[config.mk]
export PLATFORM = sky130hd
export DESIGN_NAME = pipe_hazard_ctrl
export DESIGN_NICKNAME = d
export VERILOG_FILES = /design/src/rtl/pipe_ctrl_pkg.sv /design/src/rtl/pipe_hazard_ctrl_hazard_detect.sv /design/src/rtl/pipe_hazard_ctrl.sv
export SDC_FILE = /design/constraint.sdc
export NUM_CORES = 1
export LEC_CHECK = 0
export ABC_AREA = 1
export BUFFER_PORTS_ARGS = -buffer_cell sky130_fd_sc_hd__buf_2
export CAP_MARGIN = 25
export CORE_MARGIN = 8
export CORE_UTILIZATION = 37
export CTS_CLUSTER_SIZE = 40
export DETAILED_ROUTE_END_ITERATION = 10
export PLACE_DENSITY_LB_ADDON = 0.2
export SLEW_MARGIN = 20
export SYNTH_ARGS = -nofsm -noshare
export SYNTH_HDL_FRONTEND = slang
export SYNTH_SLANG_ARGS = --single-unit
[constraint.sdc]
create_clock -name clk -period 1.1 [get_ports clk]
set_input_delay 0.165 -clock clk [delete_from_list [all_inputs] [get_ports clk]]
set_output_delay 0.165 -clock clk [all_outputs]
set_load 0.02 [all_outputs]
[src/rtl/pipe_ctrl_pkg.sv]
// Shared definitions for the pipeline hazard controller: FSM encodings,
// register-select width and the default memory-wait timeout.
package pipe_ctrl_pkg;

    typedef enum logic [1:0] {
        RUN  = 2'd0,
        LU   = 2'd1,
        MEMW = 2'd2,
        HALT = 2'd3
    } state_t;

    localparam int          REG_SEL_W       = 3;
    localparam int unsigned MEM_TIMEOUT_DEF = 15;

endpackage

[src/rtl/pipe_hazard_ctrl_hazard_detect.sv]
// Load-use detector: flags a decode-stage read of a register that a load in
// execute has not yet produced. Purely combinational.
module hazard_detect
    import pipe_ctrl_pkg::*;
(
    input  logic [REG_SEL_W-1:0] rs_sel,
    input  logic [REG_SEL_W-1:0] rt_sel,
    input  logic                 rs_used,
    input  logic                 rt_used,
    input  logic                 mem_en,
    input  logic                 mem_wr,
    input  logic                 reg_en,
    input  logic [REG_SEL_W-1:0] writeregsel,
    output logic                 lu
);

    logic load;

    always_comb begin
        load = mem_en & ~mem_wr & reg_en;
        lu   = load & ((rs_used & (rs_sel == writeregsel)) |
                       (rt_used & (rt_sel == writeregsel)));
    end

endmodule

[src/rtl/pipe_hazard_ctrl.sv]
// Stall/flush sequencer for the 5-stage pipeline. Optional stall-cycle
// counter is built only when PIPE_STALL_CNT_EN is defined.
module pipe_hazard_ctrl
    import pipe_ctrl_pkg::*;
#(
    parameter int unsigned MEM_TIMEOUT = MEM_TIMEOUT_DEF,
    parameter int unsigned CNT_W       = 4
) (
    input  logic                 clk,
    input  logic                 rst,
    input  logic [REG_SEL_W-1:0] ID_rs_sel,
    input  logic [REG_SEL_W-1:0] ID_rt_sel,
    input  logic                 ID_rs_used,
    input  logic                 ID_rt_used,
    input  logic                 IE_mem_en,
    input  logic                 IE_mem_wr,
    input  logic                 IE_reg_en,
    input  logic [REG_SEL_W-1:0] IE_writeregsel,
    input  logic                 IE_branch_taken,
    input  logic                 IM_mem_en,
    input  logic                 mem_done,
    input  logic                 IM_HALT,
    output logic                 PC_en,
    output logic                 IF_ID_en,
    output logic                 ID_IE_en,
    output logic                 IE_IM_en,
    output logic                 IM_IW_en,
    output logic                 IF_ID_flush,
    output logic                 ID_IE_bubble,
    output logic                 IM_IW_bubble,
    output logic                 halted,
    output logic                 err,
    output logic [1:0]           state,
    output logic [15:0]          stall_cycles
);

    state_t            state_q, cur, next_state;
    logic [CNT_W-1:0]  wait_cnt;
    logic              lu_raw, lu, miss, br, halt_ev, load_cnt;

    hazard_detect u_hazard_detect (
        .rs_sel      (ID_rs_sel),
        .rt_sel      (ID_rt_sel),
        .rs_used     (ID_rs_used),
        .rt_used     (ID_rt_used),
        .mem_en      (IE_mem_en),
        .mem_wr      (IE_mem_wr),
        .reg_en      (IE_reg_en),
        .writeregsel (IE_writeregsel),
        .lu          (lu_raw)
    );

    // While rst is high the decode behaves as RUN with every input at zero.
    assign cur     = rst ? RUN : state_q;
    assign lu      = ~rst & lu_raw;
    assign miss    = ~rst & IM_mem_en & ~mem_done;
    assign br      = ~rst & IE_branch_taken;
    assign halt_ev = ~rst & IM_HALT;
    assign state   = state_q;

    always_comb begin
        // NOTE: every output gets a default first so no path through the case infers a latch.
        PC_en        = 1'b1;
        IF_ID_en     = 1'b1;
        ID_IE_en     = 1'b1;
        IE_IM_en     = 1'b1;
        IM_IW_en     = 1'b1;
        IF_ID_flush  = 1'b0;
        ID_IE_bubble = 1'b0;
        IM_IW_bubble = 1'b0;
        halted       = 1'b0;
        load_cnt     = 1'b0;
        next_state   = RUN;
        unique case (cur)
            RUN, LU: begin
                if (halt_ev) begin
                    {PC_en, IF_ID_en, ID_IE_en, IE_IM_en} = 4'b0000;
                    next_state = HALT;
                end else if (miss) begin
                    {PC_en, IF_ID_en, ID_IE_en, IE_IM_en} = 4'b0000;
                    IM_IW_bubble = 1'b1;
                    load_cnt     = 1'b1;
                    next_state   = MEMW;
                end else if (cur == RUN && br) begin
                    // A taken branch squashes the dependent instruction, so it beats lu.
                    IF_ID_flush  = 1'b1;
                    ID_IE_bubble = 1'b1;
                end else if (cur == RUN && lu) begin
                    PC_en        = 1'b0;
                    IF_ID_en     = 1'b0;
                    ID_IE_bubble = 1'b1;
                    next_state   = LU;
                end
            end
            MEMW: begin
                if (!mem_done) begin
                    {PC_en, IF_ID_en, ID_IE_en, IE_IM_en} = 4'b0000;
                    IM_IW_bubble = 1'b1;
                    next_state   = MEMW;
                end
            end
            HALT: begin
                {PC_en, IF_ID_en, ID_IE_en, IE_IM_en, IM_IW_en} = 5'b00000;
                halted     = 1'b1;
                next_state = HALT;
            end
        endcase
    end

    always_ff @(posedge clk) begin
        if (rst) begin
            state_q  <= RUN;
            err      <= 1'b0;
            wait_cnt <= '0;
        end else begin
            state_q <= next_state;
            if (load_cnt) begin
                wait_cnt <= CNT_W'(1);
            end else if (state_q == MEMW && !mem_done) begin
                // Counter holds at the limit; err stays set until reset.
                if (wait_cnt >= CNT_W'(MEM_TIMEOUT)) begin
                    err <= 1'b1;
                end else begin
                    wait_cnt <= wait_cnt + CNT_W'(1);
                end
            end
        end
    end

`ifdef PIPE_STALL_CNT_EN
    logic [15:0] stall_q;

    always_ff @(posedge clk) begin
        if (rst) begin
            stall_q <= '0;
        end else if (!PC_en && state_q != HALT && stall_q != 16'hFFFF) begin
            stall_q <= stall_q + 16'd1;
        end
    end

    assign stall_cycles = stall_q;
`else
    assign stall_cycles = 16'h0000;
`endif

endmodule

==> results of run 1 <==
worst max path at each step:
| stage | from | endpoint | cells after the start |
|---|---|---|---|
| 2_1_floorplan | state[1] | PC_en | 7 |
| 3_3_place_gp | state[1] | PC_en | 7 |
| 3_5_place_dp | state[1] | IF_ID_en | 7 |
| 4_1_cts | state[1] | IF_ID_en | 7 |
| 5_1_grt | state[1] | IF_ID_en | 7 |
| 6_report | state[1] | IF_ID_en | 7 |
worst max-delay path, delay by kind of cell, from the launching register on:
kind / cells / cell delay, ps
DFF: 1 / 360
and+or+nand+nor: 3 / 310
buffers and inverters: 3 / 270
AOI/OAI and AO/OA: 1 / 130
stage by stage:
step / instance area, um2 / setup slack [ps] / hold slack, ps / total power, W / setup TNS, ps
floorplan: 795.8 / -195.6 / 237.4 / 0.0005489 / -469.6
global placement: 943.4 / -108.9 / 445.4 / 0.0006218 / -414.8
detailed placement: 943.4 / -145.2 / 461.9 / 0.0006300 / -626.4
CTS: 1132 / -404.0 / 237.3 / 0.0009363 / -3640
global route: 1150 / -474.5 / 274.7 / 0.001028 / -4174
finish: 1150 / -392.2 / 246.8 / 0.0009691 / -3127
where the power goes:
part | internal [W] | total, W | leakage, nW | switching, W
Clock | 0.000134 | 0.000242 | 0.0177 | 0.000108
Sequential | 0.000269 | 0.000286 | 0.0588 | 0.0000172
Combinational | 0.000192 | 0.000441 | 0.541 | 0.000250
Total | 0.000594 | 0.000969 | 0.617 | 0.000375
routing by layer:
layer,global-route usage (%),vias up,wire length [um]
met5,0,-,0
met4,3.061,0,16
met3,3.441,2,148
met2,20.77,32,1057
met1,11.95,357,843
li1,-,426,-
registers in the layout, summed over array words and instances, names as in the netlist:
register / cells
state: 2
wait_cnt: 4
err: 1
cell families after synthesis:
family	count (synthesis)	share of synthesized area [%]
flops	7	19.61
compound gates	15	12.26
simple gates	53	35.55
buf+inv	39	30.30
other cells	1	0.5249
fa+ha+maj	1	1.751
what timing repair did:
action,4_1_cts,5_1_grt
gates resized for setup,28,17
endpoints found under the setup margin,13,16
hold buffers,0,0
pin swaps,6,4
buffers inserted,10,1
cells in the final DEF, fill, tap and decap left out, types with 4 or more instances in the layout:
cell and instances:
inv_1 14, buf_2 21, nand2_1 23, buf_4 21, conb_1 16, nor2_2 5, inv_2 4, nor2_1 10
o21ai_2 4, buf_6 8
final cells by class:
class	instances	area, um2
clock buffer	3	22.52
clock inverter	1	5.005
timing repair buffer	50	352.8
fill	187	732.0
sequential	7	147.6
tap	27	33.78
multi-input combinational	85	499.2
inverter	21	88.84
==> results.ini, run 1 <==
[yosys]
netlist_area_um2=714.4
ys_seq_area_share_pct=19.61
ys_seq_elements=7
syn_inst=116
syn_avg_cell_area_um2=6.159
yosysTopAreaCellShare_pct=19.61
ys_warn_count=0
synth_largest_area_cell=dfxtp_1
yosysMostFrequentCell=nand2_1
ys_types=25
synth_edf_count=0
synth_async_sr_flop_share_pct=0
ys_top_cells_by_count=nand2_1 (24), buf_4 (18), inv_1 (16), nor2_1 (15), dfxtp_1 (7)
synth_area_leaders=dfxtp_1 (20%), buf_4 (19%), nand2_1 (13%)
ys.flop_type=dfxtp_1

[placed_design]
port-buffer-count=31
gp_routability_congestion=0.7882
place_hpwl_um=1634
dpl.cell_count=184

[finish]
diodes=0
nets=189
instances_no_fill=194
fin_util_pct=61.10
area_delta_synth_final_pct=60.95
layout-drive-gt1-share_pct=53.29

[status]
status=finished with violations
violations=setup timing

[critical_path]
crit_type=reg -> out
worst_setup_path_start_kind=register
reg2reg_from=state[1]
slowest_stage=dfxtp_4
r2r_setup_slack_ps=-150
cp_slowest_stage_delay_ps=360
crit_required_ps=940
arrival_ps=1330
critPathMaxFanout=4
crit_chain=inv_4 -> nand3_2 -> nor3_2 -> nand2_1 -> o21ai_2 -> inv_2 -> buf_4
ff2ff_path_depth=8
rr_endpoint=wait_cnt[1]
critical_path.endpoint_type=output pin

[global_route]
grt_start_max_net_pins=6
first_global_vias=811
overflow=0
grt.total_usage_pct=11.29
antenna_found_initial=0
grt_pass1_wl_um=3215

[drt]
remaining_drc_errors=0
routed_via_density=4.211
vias=817
antenna_left=0
totalWireLength_um=2065
drtIter0Drc=13
wl_per_cell_um=10.64
first_pass_iters=4

[timing]
clock_skew_ps=0.3251
period_share_pct=135.7
postLayoutSetupSlackWorst_ps=-392.2
drv_slew=0
rsz0062_at_grt=yes
fin_crit_ps=1492
setup-violations-final=13
hold_viol_final=0
max_freq_mhz=670.2

[pwr]
vdd_drop_max_mv=0.4527
pwr_density_cell_nw_per_um2=842.8
p_leak_nw=0.6171

[floorplan]
std_cell_rows=16
die_w_um=59.94
io_pins=48
die_area_um2=3593
coreArea_um2=1882
initial_utilization_pct=37.97
die_h_um=59.94

[clock_tree]
ctsLongestPathBuffers=2
h-tree-depth=1
clock-sinks=7
clk_pin_slew_ps=60
cts-root-buf=clkbuf_4
clock_latency_ps=260
cts_buffers=3
cts_tree=yes

[hold_path]
hold_path.class=in -> reg
hold_start=IE_branch_taken
min_to=state[0]
min_path_cells=4

[job]
maxCapViolCount=0

Power figures use the tool's default switching activity.
==> run 2, diff against run 1 <==
--- a/config.mk
+++ b/config.mk
@@ -9,7 +9,7 @@
 export BUFFER_PORTS_ARGS = -buffer_cell sky130_fd_sc_hd__buf_2
 export CAP_MARGIN = 25
 export CORE_MARGIN = 8
-export CORE_UTILIZATION = 37
+export CORE_UTILIZATION = 41
 export CTS_CLUSTER_SIZE = 40
 export DETAILED_ROUTE_END_ITERATION = 10
 export PLACE_DENSITY_LB_ADDON = 0.2
==> constraint.sdc (replaced) <==
create_clock -name clk -period 1.59 [get_ports clk]
set_input_delay 0.2385 -clock clk [delete_from_list [all_inputs] [get_ports clk]]
set_output_delay 0.2385 -clock clk [all_outputs]
set_load 0.02 [all_outputs]
==> results.ini, run 2 (synthesized netlist as in run 1, its figures left out) <==
[hold_path]
hold_path.class=in -> reg
min_path_cells=2
min_to=err
hold_start=rst

[timing]
tns_ps=0
setup-violations-final=0
drv_slew=0
hold_viol_final=0
fin_crit_ps=1556
period_share_pct=97.87
clock_skew_ps=4.518
rsz0062_at_grt=yes
postLayoutSetupSlackWorst_ps=33.90
max_freq_mhz=642.6

[pwr]
pwr_density_cell_nw_per_um2=631.2
fin_total_pwr_w=0.0005947
p_leak_nw=0.5353
vdd_drop_max_mv=0.4147

[placed_design]
dp_slack_ps=184.4
place_hpwl_um=1407
dpl.cell_count=161
gp_routability_congestion=0.8341
port-buffer-count=31

[global_route]
grt_start_max_net_pins=8
first_global_vias=662
overflow=0
antenna_found_initial=0
grt.total_usage_pct=9.905
grt_pass1_wl_um=2691

[job]
maxCapViolCount=0

[finish]
instances_no_fill=170
largest_register_ffs=4
largest_register=wait_cnt
num-fill-cells=182
layout_common_cells=buf_2 (27), nand2_1 (23), conb_1 (16)
layout-drive-gt1-share_pct=39.22
area_delta_synth_final_pct=31.87
final_common_cell=buf_2
nets=175
fin_util_pct=55.78
diodes=0

[drt]
vias=745
wl_per_cell_um=10.28
antenna_left=0
first_pass_iters=4
totalWireLength_um=1747
remaining_drc_errors=0
drtIter0Drc=11
routed_via_density=4.382

[clock_tree]
clk_pin_slew_ps=60
clock_latency_ps=250
clock-sinks=7
ctsLongestPathBuffers=2
cts_tree=yes
cts-root-buf=clkbuf_4
h-tree-depth=1
cts_buffers=3
cts_hold_buf=0

[critical_path]
reg2reg_from=state[1]
critPathMaxFanout=3
arrival_ps=1320
crit_path_start=state[1]
critical_path.endpoint_type=output pin
crit_type=reg -> out
ff2ff_path_depth=10
worst_setup_path_start_kind=register
r2r_setup_slack_ps=120
crit_required_ps=1350
rr_endpoint=state[0]

[floorplan]
die_w_um=57.75
std_cell_rows=15
coreArea_um2=1689
die_h_um=57.75
die_area_um2=3334
initial_utilization_pct=42.30
io_pins=48

[status]
status=finished, final reports clean

-- run 2: changes by cell type in the layout (fill, tap and decap cells not counted), sizes merged --
cell / before / now
buf: 50 / 36
clkbuf: 3 / 4
clkinv: 2 / 1
-- run 2: what timing repair did --
action,CTS,global route
hold endpoints to repair,0,0
setup buffers,6,0
pin swaps,0,2
endpoints found under the setup margin,3,6
gates resized for setup,5,16
-- run 2: final cells by class --
type                            count  area, um2  share of cell area [%]
Inverter                           21      86.33                   9.163
Sequential cell                     7      145.1                   15.41
Clock buffer                        4      26.28                   2.789
Tap cell                           17      21.27                   2.258
Timing Repair Buffer               36      214.0                   22.71
Multi-Input combinational cell     85      449.2                   47.68
-- run 2: worst max-delay path by stage --
| stage | to | cells after the start |
|---|---|---|
| after floorplan | PC_en | 8 |
| after global placement | ID_IE_bubble | 7 |
| after detailed placement | IF_ID_en | 8 |
| after CTS | IF_ID_en | 8 |
| after global routing | IF_ID_en | 7 |
| final | IF_ID_en | 7 |
-- run 2: stage by stage --
stage	instance area, um2	hold WS [ps]
final	942.2	249.6
after global routing	942.2	252.4
after CTS	890.9	224.9
after detailed placement	812.0	452.7
after global placement	812.0	454.0
after floorplan	770.7	310.9
-- run 2: critical path: stages (launching register included) --
cell,delay [ps]
dfxtp_4,370
o21ai_4,180
nand2_2,90
and2_4,160
inv_4,50
o21ai_2,50
inv_2,60
buf_6,110
-- run 2: layer usage --
metal,global-route usage [%],share of wire (%),vias up
met1,9.962,39,316
met5,0,0,-
met3,4.636,10,2
li1,-,-,403
met2,17.20,50,24
met4,4.196,0.46,0
-- run 2: power by group --
| group | switching (W) | leakage [nW] | internal (W) | total [W] |
|---|---|---|---|---|
| clock network | 0.0000713 | 0.0150 | 0.0000961 | 0.000167 |
| logic | 0.000148 | 0.462 | 0.0000820 | 0.000230 |
| registers | 0.0000121 | 0.0581 | 0.000185 | 0.000197 |
==> run 3, diff against run 2 <==
--- a/config.mk
+++ b/config.mk
@@ -6,13 +6,14 @@
 export NUM_CORES = 1
 export LEC_CHECK = 0
 export ABC_AREA = 1
+export ABC_CLOCK_PERIOD_IN_PS = 1590
 export BUFFER_PORTS_ARGS = -buffer_cell sky130_fd_sc_hd__buf_2
 export CAP_MARGIN = 25
 export CORE_MARGIN = 8
 export CORE_UTILIZATION = 41
 export CTS_CLUSTER_SIZE = 40
 export DETAILED_ROUTE_END_ITERATION = 10
-export PLACE_DENSITY_LB_ADDON = 0.2
+export PLACE_DENSITY = 0.79
 export SLEW_MARGIN = 20
 export SYNTH_ARGS = -nofsm -noshare
 export SYNTH_HDL_FRONTEND = slang
==> results.ini, run 3 (synthesized netlist as in run 1, its figures left out) <==
[finish]
multiInputGateArea_um2=437.9
area_delta_synth_final_pct=36.43
fin_util_pct=57.70
instances_no_fill=176
num-fill-cells=150
regArea_um2=147.6
diodes=0
final_common_cell=buf_2
layout-drive-gt1-share_pct=40.88
nets=181
largest_register=wait_cnt
layout_common_cells=buf_2 (27), nand2_1 (23), conb_1 (16)
largest_register_ffs=4

[global_route]
grt.total_usage_pct=12.35
grt_start_max_net_pins=8
first_global_vias=766
overflow=0
antenna_found_initial=0
grt_pass1_wl_um=3284

[pwr]
pwr_density_cell_nw_per_um2=627.5
vdd_drop_max_mv=0.4796
fin_total_pwr_w=0.0006116
p_leak_nw=0.5666

[placed_design]
port-buffer-count=31
dp_slack_ps=180.9
place_hpwl_um=1552
dpl.cell_count=161
gp_routability_congestion=0.7955

[critical_path]
arrival_ps=1450
cp_common_cell=buf_4
path_buf_inv=4
r2r_setup_slack_ps=-50
critical_path.endpoint_type=output pin
ff2ff_path_depth=11
worst_setup_path_start_kind=register
rr_endpoint=state[0]
reg2reg_from=state[0]
crit_type=reg -> out
critPathTopFamily=buffers and inverters
cp_slowest_stage_delay_ps=370
crit_required_ps=1350
critPathMaxFanout=3
crit_chain=inv_4 -> buf_4 -> nor3_4 -> inv_1 -> o21ai_0 -> buf_4
slowest_stage=dfxtp_4

[floorplan]
initial_utilization_pct=42.30
io_pins=48
coreArea_um2=1689
std_cell_rows=15
die_w_um=57.75
die_h_um=57.75
die_area_um2=3334

[drt]
totalWireLength_um=2318
first_pass_iters=4
remaining_drc_errors=0
wl_per_cell_um=13.17
routed_via_density=4.756
drtIter0Drc=54
antenna_left=0
vias=837

[timing]
drv_slew=0
rsz0062_at_grt=yes
postLayoutSetupSlackWorst_ps=-102.8
hold_slack_ps=273.6
period_share_pct=106.5
max_freq_mhz=590.7
fin_crit_ps=1693
clock_skew_ps=0.4214
hold_viol_final=0
setup-violations-final=5

[job]
maxCapViolCount=0

[hold_path]
hold_path.class=in -> reg
min_path_cells=2
hold_start=rst
min_to=err

[clock_tree]
clk_pin_slew_ps=60
h-tree-depth=1
cts_tree=yes
ctsLongestPathBuffers=2
clock_latency_ps=250
clock-sinks=7
cts-root-buf=clkbuf_4
cts_buffers=3
cts_hold_buf=0

[status]
violations=setup timing
status=finished with violations

-- run 3: per-stage QoR --
| step | instance area, um2 | setup TNS, ps |
|---|---|---|
| finish | 974.7 | -301.2 |
| CTS | 898.4 | 0 |
| detailed placement | 812.0 | 0 |
| floorplan | 770.7 | 0 |
| global route | 974.7 | -606.3 |
| global placement | 812.0 | 0 |
-- run 3: metal layers --
| layer | part of all wire (%) | global-route usage [%] | wire (um) |
|---|---|---|---|
| met1 | 37 | 11.85 | 868 |
| met2 | 48 | 22.67 | 1112 |
| met3 | 10 | 3.753 | 240 |
| met4 | 4.1 | 7.343 | 95 |
| met5 | 0 | 0 | 0 |
-- run 3: repair_timing --
item | in CTS | in global routing
endpoints found under the setup margin | 3 | 4
pin swaps | 0 | 5
hold endpoints to repair | 0 | 0
buffers inserted | 6 | 5
cloned | 0 | 0
resized for setup | 7 | 11
-- run 3: worst max-delay path by stage --
stage,start,depth (start not counted),end
2_1_floorplan,state[1],8,PC_en
3_3_place_gp,rst,8,PC_en
4_1_cts,state[1],7,IF_ID_en
6_report,state[1],6,IM_IW_bubble
5_1_grt,state[0],7,PC_en
3_5_place_dp,rst,9,IF_ID_en
-- run 3: area by class of cell --
cell class / count / area share, %
inverter: 21 / 8.858
multi-input combinational: 85 / 44.93
timing repair buffer: 42 / 26.19
tap: 17 / 2.182
clock buffer: 4 / 2.696
sequential: 7 / 15.15
-- run 3: where the power goes --
group / total [W] / switching, W / leakage [nW] / internal (W)
sequential: 0.000195 / 0.0000114 / 0.0584 / 0.000184
combinational: 0.000250 / 0.000159 / 0.493 / 0.0000917
clock: 0.000166 / 0.0000699 / 0.0150 / 0.0000961
total: 0.000612 / 0.000240 / 0.567 / 0.000372
